**config.mk**
```make
export PLATFORM = sky130hd
export DESIGN_NAME = irq_sequencer
export DESIGN_NICKNAME = d
export VERILOG_FILES = /design/src/rtl/irq_sequencer.sv
export SDC_FILE = /design/constraint.sdc
export NUM_CORES = 1
export LEC_CHECK = 0
export ABC_AREA = 0
export CAP_MARGIN = 10
export CORE_AREA = 2 2 43 45
export DETAILED_ROUTE_END_ITERATION = 12
export DIE_AREA = 0 0 45 47
export DONT_BUFFER_PORTS = 1
export PLACE_DENSITY_LB_ADDON = 0.25
export SLEW_MARGIN = 20
export SYNTH_ARGS = -nofsm -noshare
export SYNTH_HDL_FRONTEND = slang
export SYNTH_SLANG_ARGS = --single-unit
```
**constraint.sdc**
```tcl
create_clock -name clk -period 1.85 [get_ports clk]
set_clock_uncertainty 0.2 [all_clocks]
set_input_delay 0.4625 -clock clk [delete_from_list [all_inputs] [get_ports clk]]
set_output_delay 0.4625 -clock clk [all_outputs]
set_load 0.01 [all_outputs]
```
**src/rtl/irq_sequencer.sv**
```systemverilog
// rtl/irq_sequencer.sv - interrupt sequencer: synchronises irq_req and injects IRQ at a safe ID instruction
module irq_sequencer #(
  parameter int SYNC_STAGES = 2,
  parameter int GUARD       = 4,
  parameter int MAX_WAIT    = 255
) (
  input  logic clk,
  input  logic reset,
  input  logic irq_req,
  input  logic kernel_mode,
  input  logic id_valid,
  input  logic id_is_jb,
  input  logic ex_is_jb,
  input  logic stall,
  output logic irq_take,
  output logic flush_if,
  output logic irq_ack,
  output logic in_service,
  output logic wait_ovf
);

  typedef enum logic [1:0] {
    ST_IDLE    = 2'd0,
    ST_WAIT    = 2'd1,
    ST_SERVICE = 2'd2
  } state_t;

  localparam logic [3:0] GUARD_LD  = 4'(GUARD);
  localparam logic [7:0] WAIT_LAST = 8'(MAX_WAIT - 1);

  state_t                 state;
  state_t                 state_nxt;
  logic [SYNC_STAGES-1:0] sync_q;
  logic                   req_s;
  logic                   safe;
  logic                   handler_ret;
  logic                   wait_entry;
  logic                   wait_miss;
  logic [3:0]             guard_cnt;
  logic [7:0]             wait_cnt;

  always_ff @(posedge clk or negedge reset) begin
    if (!reset) begin
      sync_q <= '0;
    end else begin
      sync_q <= {sync_q[SYNC_STAGES-2:0], irq_req};
    end
  end

  assign req_s       = sync_q[SYNC_STAGES-1];
  assign safe        = id_valid & ~kernel_mode & ~id_is_jb & ~ex_is_jb & ~stall;
  assign handler_ret = id_valid & ~kernel_mode;
  assign wait_entry  = (state == ST_IDLE) & req_s & (guard_cnt == 4'd0);
  assign wait_miss   = (state == ST_WAIT) & ~safe;

  always_ff @(posedge clk or negedge reset) begin
    if (!reset) begin
      state <= ST_IDLE;
    end else begin
      state <= state_nxt;
    end
  end

  always_comb begin
    state_nxt = state;
    case (state)
      ST_IDLE:    if (wait_entry) state_nxt = ST_WAIT;
      // a take wins over a withdrawn request seen in the same cycle
      ST_WAIT: begin
        if (safe)        state_nxt = ST_SERVICE;
        else if (!req_s) state_nxt = ST_IDLE;
      end
      ST_SERVICE: if (handler_ret) state_nxt = ST_IDLE;
      default:    state_nxt = ST_IDLE;
    endcase
  end

  always_comb begin
    irq_take   = 1'b0;
    in_service = 1'b0;
    case (state)
      ST_WAIT:    irq_take   = safe;
      ST_SERVICE: in_service = 1'b1;
      default:    ;
    endcase
  end

  assign flush_if = irq_take;

  always_ff @(posedge clk or negedge reset) begin
    if (!reset) begin
      irq_ack   <= 1'b0;
      guard_cnt <= 4'd0;
      wait_cnt  <= 8'd0;
      wait_ovf  <= 1'b0;
    end else begin
      irq_ack <= irq_take;
      if ((state == ST_SERVICE) && handler_ret) begin
        guard_cnt <= GUARD_LD;
      end else if (guard_cnt != 4'd0) begin
        guard_cnt <= guard_cnt - 4'd1;
      end
      if (wait_entry) begin
        wait_cnt <= 8'd0;
      end else if (wait_miss && (wait_cnt != 8'hFF)) begin
        wait_cnt <= wait_cnt + 8'd1;
      end
      // sticky: set on the miss that brings the count up to MAX_WAIT
      if (wait_miss && (wait_cnt == WAIT_LAST)) begin
        wait_ovf <= 1'b1;
      end
    end
  end

endmodule

```
==> impl_metrics.ini, run 1 <==
[clocking]
ctsResizeCount = 0
post_cts.repair.setup_buffers = 0
numCtsBuffers = 3
cts_max_path_buffers = 2
cts_hold_buf = 2
cts_tree = built
cts_root_buf = clkbuf_4
clk_latency_ns = 0.29
cts_max_level = 1
cts_sinks = 18
clk_pin_slew_ns = 0.10

[pwr]
sw_frac_of_total_pct = 36.2
p_sw_w = 0.000489
power.share.sequential_pct = 49.3
combPwrFrac_pct = 33.3
intPower_w = 0.000862
clock_power_share_pct = 17.4
cellLeakagePower_nw = 0.444
ir_drop_mv = 0.626
power_density_nw_per_um2 = 1340

[sta]
min_period_over_period_pct = 96.9
drv_slew = 0
hold_viol_final = 0
setup_violations = 0
clock.fmax_ghz = 0.558
fin_crit_ns = 1.79
rsz0062_at_grt = false
slew_headroom_pct = 47.9
finalSetupTns_ns = 0
tightest_slew_ns = 0.779

[placement]
gp_congestion = 0.809
dpl-instance-area_um2 = 952
dp_hpwl_um = 1080
io_buffers = 0

[setup_path]
slowest_delay_ns = 0.27
path_cells = nor3_2 -> nand2_1 -> nor2_2
reg2reg_from = guard_cnt[0]
endpoint_kind = output pin
cp_slowest_cell = nor2_2
ff2ff_path_depth = 6
rrSetupSlack_ns = 0.19
required_ns = 1.19
crit_type = in -> out
critical_path.startpoint_type = input pin
worst_r2r_endpoint = wait_cnt[7]
cp.arrival_ns = 1.13
cp_max_fo = 3

[worst_hold_path]
hp-class = reg -> reg
min_delay_path_depth = 0
hp-start = sync_q[0]
min_to = sync_q[1]

[floorplanning]
coreArea_um2 = 1650
die_w_um = 45
die_height_um = 47
die_area_um2 = 2120
initial_core_util_pct = 55.8
rows = 15
ios = 13

[yosys]
synthTopCellsByArea = dfrtp_1 (49%), mux2i_1 (7.6%), nand2_1 (6.1%), ha_1 (5.4%), nor3_1 (3.3%)
post-synth-top-area-cell = dfrtp_1
yosysTopAreaCellShare_pct = 48.9
syn-cell-area_um2 = 921
synth-seq-cells = 18
ys_warn_count = 0
synth_seq_area_share_pct = 48.9
synth_cell_type_count = 29
synth_nets = 103
syn_area_per_cell_um2 = 10.1
syn_inst = 91

[final_layout]
fin_nets = 111
mostFrequentLayoutCells = dfrtp_1 (18), nand2_1 (15), mux2i_1 (7)
stdcell_area_um2 = 1010
antennaDiodeCount = 0
final_common_cell = dfrtp_1
syn2layout_area_growth_pct = 9.51
layout-drive-gt1-share_pct = 16.3

[route]
routedWlPerCell_um = 12.7
initialDrtViolationCount = 6
num_vias = 638
ant_nets = 0
wl_um = 1460
via_per_inst = 5.55
route.detailed.drc = 0
drt_pass1_iterations = 4

[global_route]
grt_use_total_pct = 17.7
grt_max_degree = 19
grt_pass1_vias = 627
antenna_found_initial = 0
grt.overflow.total = 0
grt_pass1_wl_um = 2660

[job]
max_cap_viol_count = 0

[outcome]
status = finished clean
cell usage after synthesis:
cell      instances
a31o_2            1
and4_1            1
nand2_1          15
xnor2_1           1
nand2b_1          2
inv_1             6
nand2b_4          1
or3_1             1
nor3_2            2
and3_2            1
nor3b_2           1
dfrtp_1          18
o21ai_0           1
nor3_1            6
a31oi_1           1
o31ai_1           1
mux2i_1           7
nand3_1           2
a21o_4            1
nand4_1           1
o22ai_1           1
buf_4             1
a21oi_1           3
a211oi_1          1
nand3_2           1
and2_2            1
nor2b_1           2
nor2_1            7
ha_1              4
how the worst max path moves through the flow:
stage | to | start | slack [ns]
6_report | flush_if | id_is_jb | 0.06
5_1_grt | flush_if | id_valid | 0.007
4_1_cts | flush_if | id_is_jb | 0.06
3_5_place_dp | flush_if | id_is_jb | 0.06
3_3_place_gp | irq_take | id_is_jb | 0.10
2_1_floorplan | irq_take | id_valid | 0.01
kinds of logic (layout without fill, tap and decap cells):
family | Yosys count | count (layout) | synth area share (%)
simple gates | 44 | 44 | 26.1
flops | 18 | 18 | 48.9
compound gates | 10 | 10 | 7.74
mux | 7 | 7 | 7.61
buf+inv | 7 | 14 | 3.26
fa+ha+maj | 4 | 4 | 5.43
xor+xnor | 1 | 1 | 0.951
final cells by class:
| class | instances | area (µm²) |
|---|---|---|
| clock buffers | 4 | 36.3 |
| fillers | 146 | 643 |
| inverters | 6 | 22.5 |
| multi-input cells | 66 | 443 |
| flip-flops and latches | 18 | 450 |
| well taps | 17 | 21.3 |
| repair buffers | 4 | 35.0 |
sequential cells by signal, summed over array words and instances (netlist names):
register / flops
irq_ack: 1
wait_ovf: 1
state: 2
guard_cnt: 4
wait_cnt: 8
sync_q: 2
layer usage:
layer	global-route usage [%]	up-vias	part of all wire (%)
met5	0	-	0
met2	28.6	11	47
li1	-	331	-
met3	4.62	2	4.4
met1	22.2	294	47
met4	8.82	0	0.82
power groups by stage:
stage          logic [W]  clock network [W]  registers [W]
6_report        0.000450           0.000236       0.000667
4_1_cts         0.000459           0.000258       0.000666
3_3_place_gp    0.000422                  0       0.000672
2_1_floorplan   0.000365                  0       0.000643
5_1_grt         0.000529           0.000273       0.000692
3_5_place_dp    0.000441                  0       0.000675
through the flow:
step,util (%),total power (W),worst slack [ns],instances,hold slack [ns]
5_1_grt,61.1,0.00149,0.00667,115,0.169
6_report,61.1,0.00135,0.0570,115,0.159
2_1_floorplan,-,0.00101,0.0119,91,-0.0331
3_3_place_gp,57.7,0.00109,0.104,109,-0.0327
3_5_place_dp,57.7,0.00112,0.0650,109,-0.0327
4_1_cts,61.1,0.00138,0.0611,115,0.175
critical path: cells and delay by family:
| family | cells | cell delay, ns |
|---|---|---|
| and+or+nand+nor | 3 | 0.67 |
Power figures use the tool's default switching activity.
==> run 2, diff against run 1 <==
--- a/config.mk
+++ b/config.mk
@@ -7,9 +7,9 @@
 export LEC_CHECK = 0
 export ABC_AREA = 0
 export CAP_MARGIN = 10
-export CORE_AREA = 2 2 43 45
+export CORE_AREA = 2 2 46 48
 export DETAILED_ROUTE_END_ITERATION = 12
-export DIE_AREA = 0 0 45 47
+export DIE_AREA = 0 0 48 50
 export DONT_BUFFER_PORTS = 1
 export PLACE_DENSITY_LB_ADDON = 0.25
 export SLEW_MARGIN = 20
==> run 2 against run 1 <==
  * Combinational power is 8.0% higher
  * Global-route usage fell by 2.0 points
  * First-iteration DRC count grew 100%
  * Total power grew 2.5%
  * Fmax up 1.1%
  * Non-clock buffer count grew 1
  * Routed wire length rose by 7.4%
  * Clock power grew 3%
  * Sequential cell count did not move
  * Critical path depth stayed put
  * Count of clock-buffer cells in the layout is the same
  * Largest cell class unchanged
==> impl_metrics.ini, run 2 (synthesized netlist as in run 1, its figures left out) <==
[global_route]
grt_pass1_vias = 670
grt_pass1_wl_um = 2650
grt_use_total_pct = 15.7
antenna_found_initial = 0
grt.overflow.total = 0
grt_max_degree = 19

[pwr]
ir_drop_mv = 0.574
fin_total_pwr_w = 0.00139
cellLeakagePower_nw = 0.449
power_density_nw_per_um2 = 1350

[clocking]
clk_pin_slew_ns = 0.10
cts_tree = built
cts_max_path_buffers = 2
cts_root_buf = clkbuf_4
numCtsBuffers = 3
cts_max_level = 1
clk_latency_ns = 0.29
cts_sinks = 18

[final_layout]
final_util_pct = 54.1
regArea_um2 = 450
fin_nets = 112
top_regs = wait_cnt: 8 flops, guard_cnt: 4 flops
final_common_cell = dfrtp_1
layout-drive-gt1-share_pct = 17.2
syn2layout_area_growth_pct = 11.7
multi_input_area_um2 = 443
fillerInstances = 174
top_register = wait_cnt
mostFrequentLayoutCells = dfrtp_1 (18), nand2_1 (15), mux2i_1 (7)
largest_reg_flops = 8
antennaDiodeCount = 0

[floorplanning]
ios = 13
rows = 16
die_w_um = 48
die_height_um = 50
die_area_um2 = 2400
coreArea_um2 = 1900
initial_core_util_pct = 48.4

[sta]
fin_crit_ns = 1.77
hold_viol_final = 0
drv_slew = 0
clock.fmax_ghz = 0.564
finalSetupTns_ns = 0
setup_violations = 0
slew_headroom_pct = 49.4
min_period_over_period_pct = 95.9
tightest_slew_ns = 0.757
rsz0062_at_grt = true

[route]
via_per_inst = 5.10
routedWlPerCell_um = 12.4
route.detailed.drc = 0
wl_um = 1560
ant_nets = 0
num_vias = 643
drt_pass1_iterations = 4
initialDrtViolationCount = 12

[setup_path]
worst_r2r_endpoint = wait_cnt[1]
ff2ff_path_depth = 6
cp_max_fo = 3
critical_path.startpoint_type = input pin
endpoint_kind = output pin
crit_type = in -> out
required_ns = 1.19
cp.arrival_ns = 1.11
reg2reg_from = guard_cnt[0]
rrSetupSlack_ns = 0.14

[worst_hold_path]
min_delay_path_depth = 0
min_to = sync_q[1]
hp-start = sync_q[0]
hp-class = reg -> reg

[placement]
gp_congestion = 0.808
dp_hpwl_um = 1160
io_buffers = 0

[outcome]
status = finished clean

[job]
max_cap_viol_count = 0
==> run 2: cell count changes in the layout (fill, tap and decap cells not counted) <==
cell / previous run / this run
buf_4: 2 / 3
==> run 2: per-layer routing <==
metal  wire length, µm  GRT usage [%]  up-vias  part of all wire (%)
met2               722           25.1       19                    46
met1               744           18.3      294                    48
met4                25           8.11        0                   1.6
li1                  -              -      327                     -
met3                70           4.40        3                   4.5
met5                 0              0        -                     0
==> run 2: area by class of cell <==
class / count / share of cell area, %
sequential: 18 / 43.8
multi-input combinational: 66 / 43.1
timing repair buffer: 5 / 4.14
clock buffer: 4 / 3.53
tap: 27 / 3.28
inverter: 6 / 2.19
==> run 2: stage by stage <==
stage	setup WS, ns	cell area, µm²	hold WS (ns)	instances
after CTS	0.0685	1030	0.161	126
after floorplan	0.0119	923	-0.0331	91
after global routing	-0.00825	1030	0.176	126
final	0.0763	1030	0.158	126
after global placement	0.111	972	-0.0327	120
after detailed placement	0.0718	972	-0.0326	120
==> run 2: timing repair <==
item,in CTS,in global routing
hold endpoints to repair,19,0
endpoints found under the setup margin,0,1
resized for setup,0,0
buffers inserted,0,0
hold buffers,2,0
==> run 2: worst max-delay path by stage <==
| stage | startpoint | to | slack (ns) | cells after the start |
|---|---|---|---|---|
| after global routing | guard_cnt[0] | wait_cnt[7] | -0.008 | 6 |
| after global placement | id_is_jb | flush_if | 0.11 | 3 |
| after detailed placement | id_is_jb | flush_if | 0.07 | 3 |
| after floorplan | id_valid | irq_take | 0.01 | 4 |
| final | id_is_jb | irq_take | 0.08 | 3 |
| after CTS | id_is_jb | flush_if | 0.07 | 3 |
==> run 2: power breakdown <==
| part | switching (W) | internal (W) | leakage [nW] | total [W] |
|---|---|---|---|---|
| combinational | 0.000264 | 0.000222 | 0.197 | 0.000486 |
| sequential | 0.000126 | 0.000532 | 0.231 | 0.000658 |
| clock | 0.000122 | 0.000120 | 0.0210 | 0.000242 |
| total | 0.000512 | 0.000874 | 0.449 | 0.00139 |
==> run 2: worst max-delay path: stages <==
cell and delay, ns:
nor3_2 0.25, nand2_1 0.12, nor2_2 0.28
==> run 3, diff against run 2 <==
==> constraint.sdc (replaced) <==
create_clock -name clk -period 1.85 [get_ports clk]
set_clock_uncertainty 0.2 [all_clocks]
set_input_delay 0.4625 -clock clk [delete_from_list [all_inputs] [get_ports clk]]
set_output_delay 0.4625 -clock clk [all_outputs]
set_load 0.005 [all_outputs]
==> run 3 against run 2 <==
  * Worst hold slack worse by 0.0048 ns
  * Setup slack improved by 0.055 ns
  * Final area is 1.3% lower
  * Sequential cell count unchanged
  * Cell count shrank 0.79%
  * Routed wire length unchanged
  * Clock power fell by 24%
  * Combinational power barely moved
  * Sequential share of layout area up 0.59 points
  * Count of clock-buffer cells in the layout shrank 1
  * Highest routed layer unchanged
==> impl_metrics.ini, run 3 (synthesized netlist as in run 1, its figures left out) <==
[final_layout]
top_register = wait_cnt
antennaDiodeCount = 0
fin_nets = 112
syn2layout_area_growth_pct = 10.2
regArea_um2 = 450
layout-drive-gt1-share_pct = 16.3
largest_reg_flops = 8
final_util_pct = 53.4
top_regs = wait_cnt: 8 flops, guard_cnt: 4 flops
multi_input_area_um2 = 443
fillerInstances = 176
final_common_cell = dfrtp_1
mostFrequentLayoutCells = dfrtp_1 (18), nand2_1 (15), mux2i_1 (7)

[floorplanning]
rows = 16
die_area_um2 = 2400
die_height_um = 50
ios = 13
die_w_um = 48
coreArea_um2 = 1900
initial_core_util_pct = 48.4

[sta]
min_period_over_period_pct = 92.9
hold_viol_final = 0
finalSetupTns_ns = 0
rsz0062_at_grt = false
tightest_slew_ns = 0.769
setup_violations = 0
clock.fmax_ghz = 0.582
fin_crit_ns = 1.72
slew_headroom_pct = 48.6
drv_slew = 0
holdWs_ns = 0.153

[pwr]
ir_drop_mv = 0.561
cellLeakagePower_nw = 0.441
power_density_nw_per_um2 = 1310
power.share.sequential_pct = 49.7
sw_frac_of_total_pct = 37.6
combPwrFrac_pct = 36.5
clock_power_share_pct = 13.7
p_sw_w = 0.000500
intPower_w = 0.000831
fin_total_pwr_w = 0.00133

[placement]
dp_hpwl_um = 1210
io_buffers = 0
gp_congestion = 0.766

[route]
routedWlPerCell_um = 12.5
via_per_inst = 5.25
num_vias = 656
ant_nets = 0
route.detailed.drc = 0
wl_um = 1560
initialDrtViolationCount = 14
drt_pass1_iterations = 4

[clocking]
cts_max_path_buffers = 2
cts_max_level = 1
post_cts.repair.setup_buffers = 0
clk_latency_ns = 0.29
clk_pin_slew_ns = 0.08
cts_tree = built
numCtsBuffers = 3
cts_sinks = 18
cts_root_buf = clkbuf_4

[global_route]
grt_max_degree = 19
antenna_found_initial = 0
grt.overflow.total = 0
grt_pass1_wl_um = 2620
grt_pass1_vias = 605
grt_use_total_pct = 15.6

[job]
max_cap_viol_count = 0

[outcome]
status = finished clean

[setup_path]
crit_type = in -> out
cp.arrival_ns = 1.06
required_ns = 1.19
critical_path.startpoint_type = input pin
endpoint_kind = output pin
rrSetupSlack_ns = 0.19
cp_max_fo = 3

[worst_hold_path]
hp-class = reg -> reg
## run 3: cell types whose count changed in the layout (fill, tap and decap cells not counted), sizes merged
cell,change
clkbuf,-1
## run 3: final cells by class
class                           count  share of cell area, %
Clock buffer                        3                   2.22
Inverter                            6                   2.22
Multi-Input combinational cell     66                   43.6
Sequential cell                    18                   44.4
Tap cell                           27                   3.33
Timing Repair Buffer                5                   4.19
## run 3: worst paths after layout
path | cells after the start | to | from
hold reg to reg | 0 | sync_q[1] | sync_q[0]
max in group asynchronous | 1 | wait_cnt[0] | reset
min in group asynchronous | 1 | wait_cnt[3] | reset
setup / recovery | 3 | irq_take | id_is_jb
setup reg to reg | 6 | wait_cnt[5] | guard_cnt[0]
hold / removal | 0 | sync_q[1] | sync_q[0]
## run 3: per-layer routing
metal	GRT usage [%]	part of all wire, %	wire length, µm
met1	20.1	47	733
met2	22.9	46	721
met3	7.69	6.4	100
met4	4.05	0.45	7
met5	0	0	0
## run 3: critical path, cell delays in order
cell     delay, ns
nor3_2        0.26
nand2_1       0.13
nor2_2        0.21
## run 3: power groups by stage
stage	Sequential, W	Clock (W)	Combinational, W
3_5_place_dp	0.000666	0	0.000477
3_3_place_gp	0.000661	0	0.000452
2_1_floorplan	0.000642	0	0.000363
4_1_cts	0.000658	0.000194	0.000489
5_1_grt	0.000684	0.000213	0.000562
6_report	0.000662	0.000183	0.000487
## run 3: per-stage QoR
| stage | area (µm²) | worst slack (ns) | std cells |
|---|---|---|---|
| final | 1010 | 0.131 | 125 |
| after floorplan | 921 | 0.0447 | 91 |
| after CTS | 1010 | 0.0732 | 125 |
| after global placement | 970 | 0.143 | 120 |
| after global routing | 1010 | 0.0553 | 125 |
| after detailed placement | 970 | 0.0777 | 120 |
## run 3: repair_timing
item / 4_1_cts / 5_1_grt
resized for setup: 0 / 1
hold endpoints to repair: 19 / 0
endpoints found under the setup margin: 0 / 2
hold buffers: 2 / 0
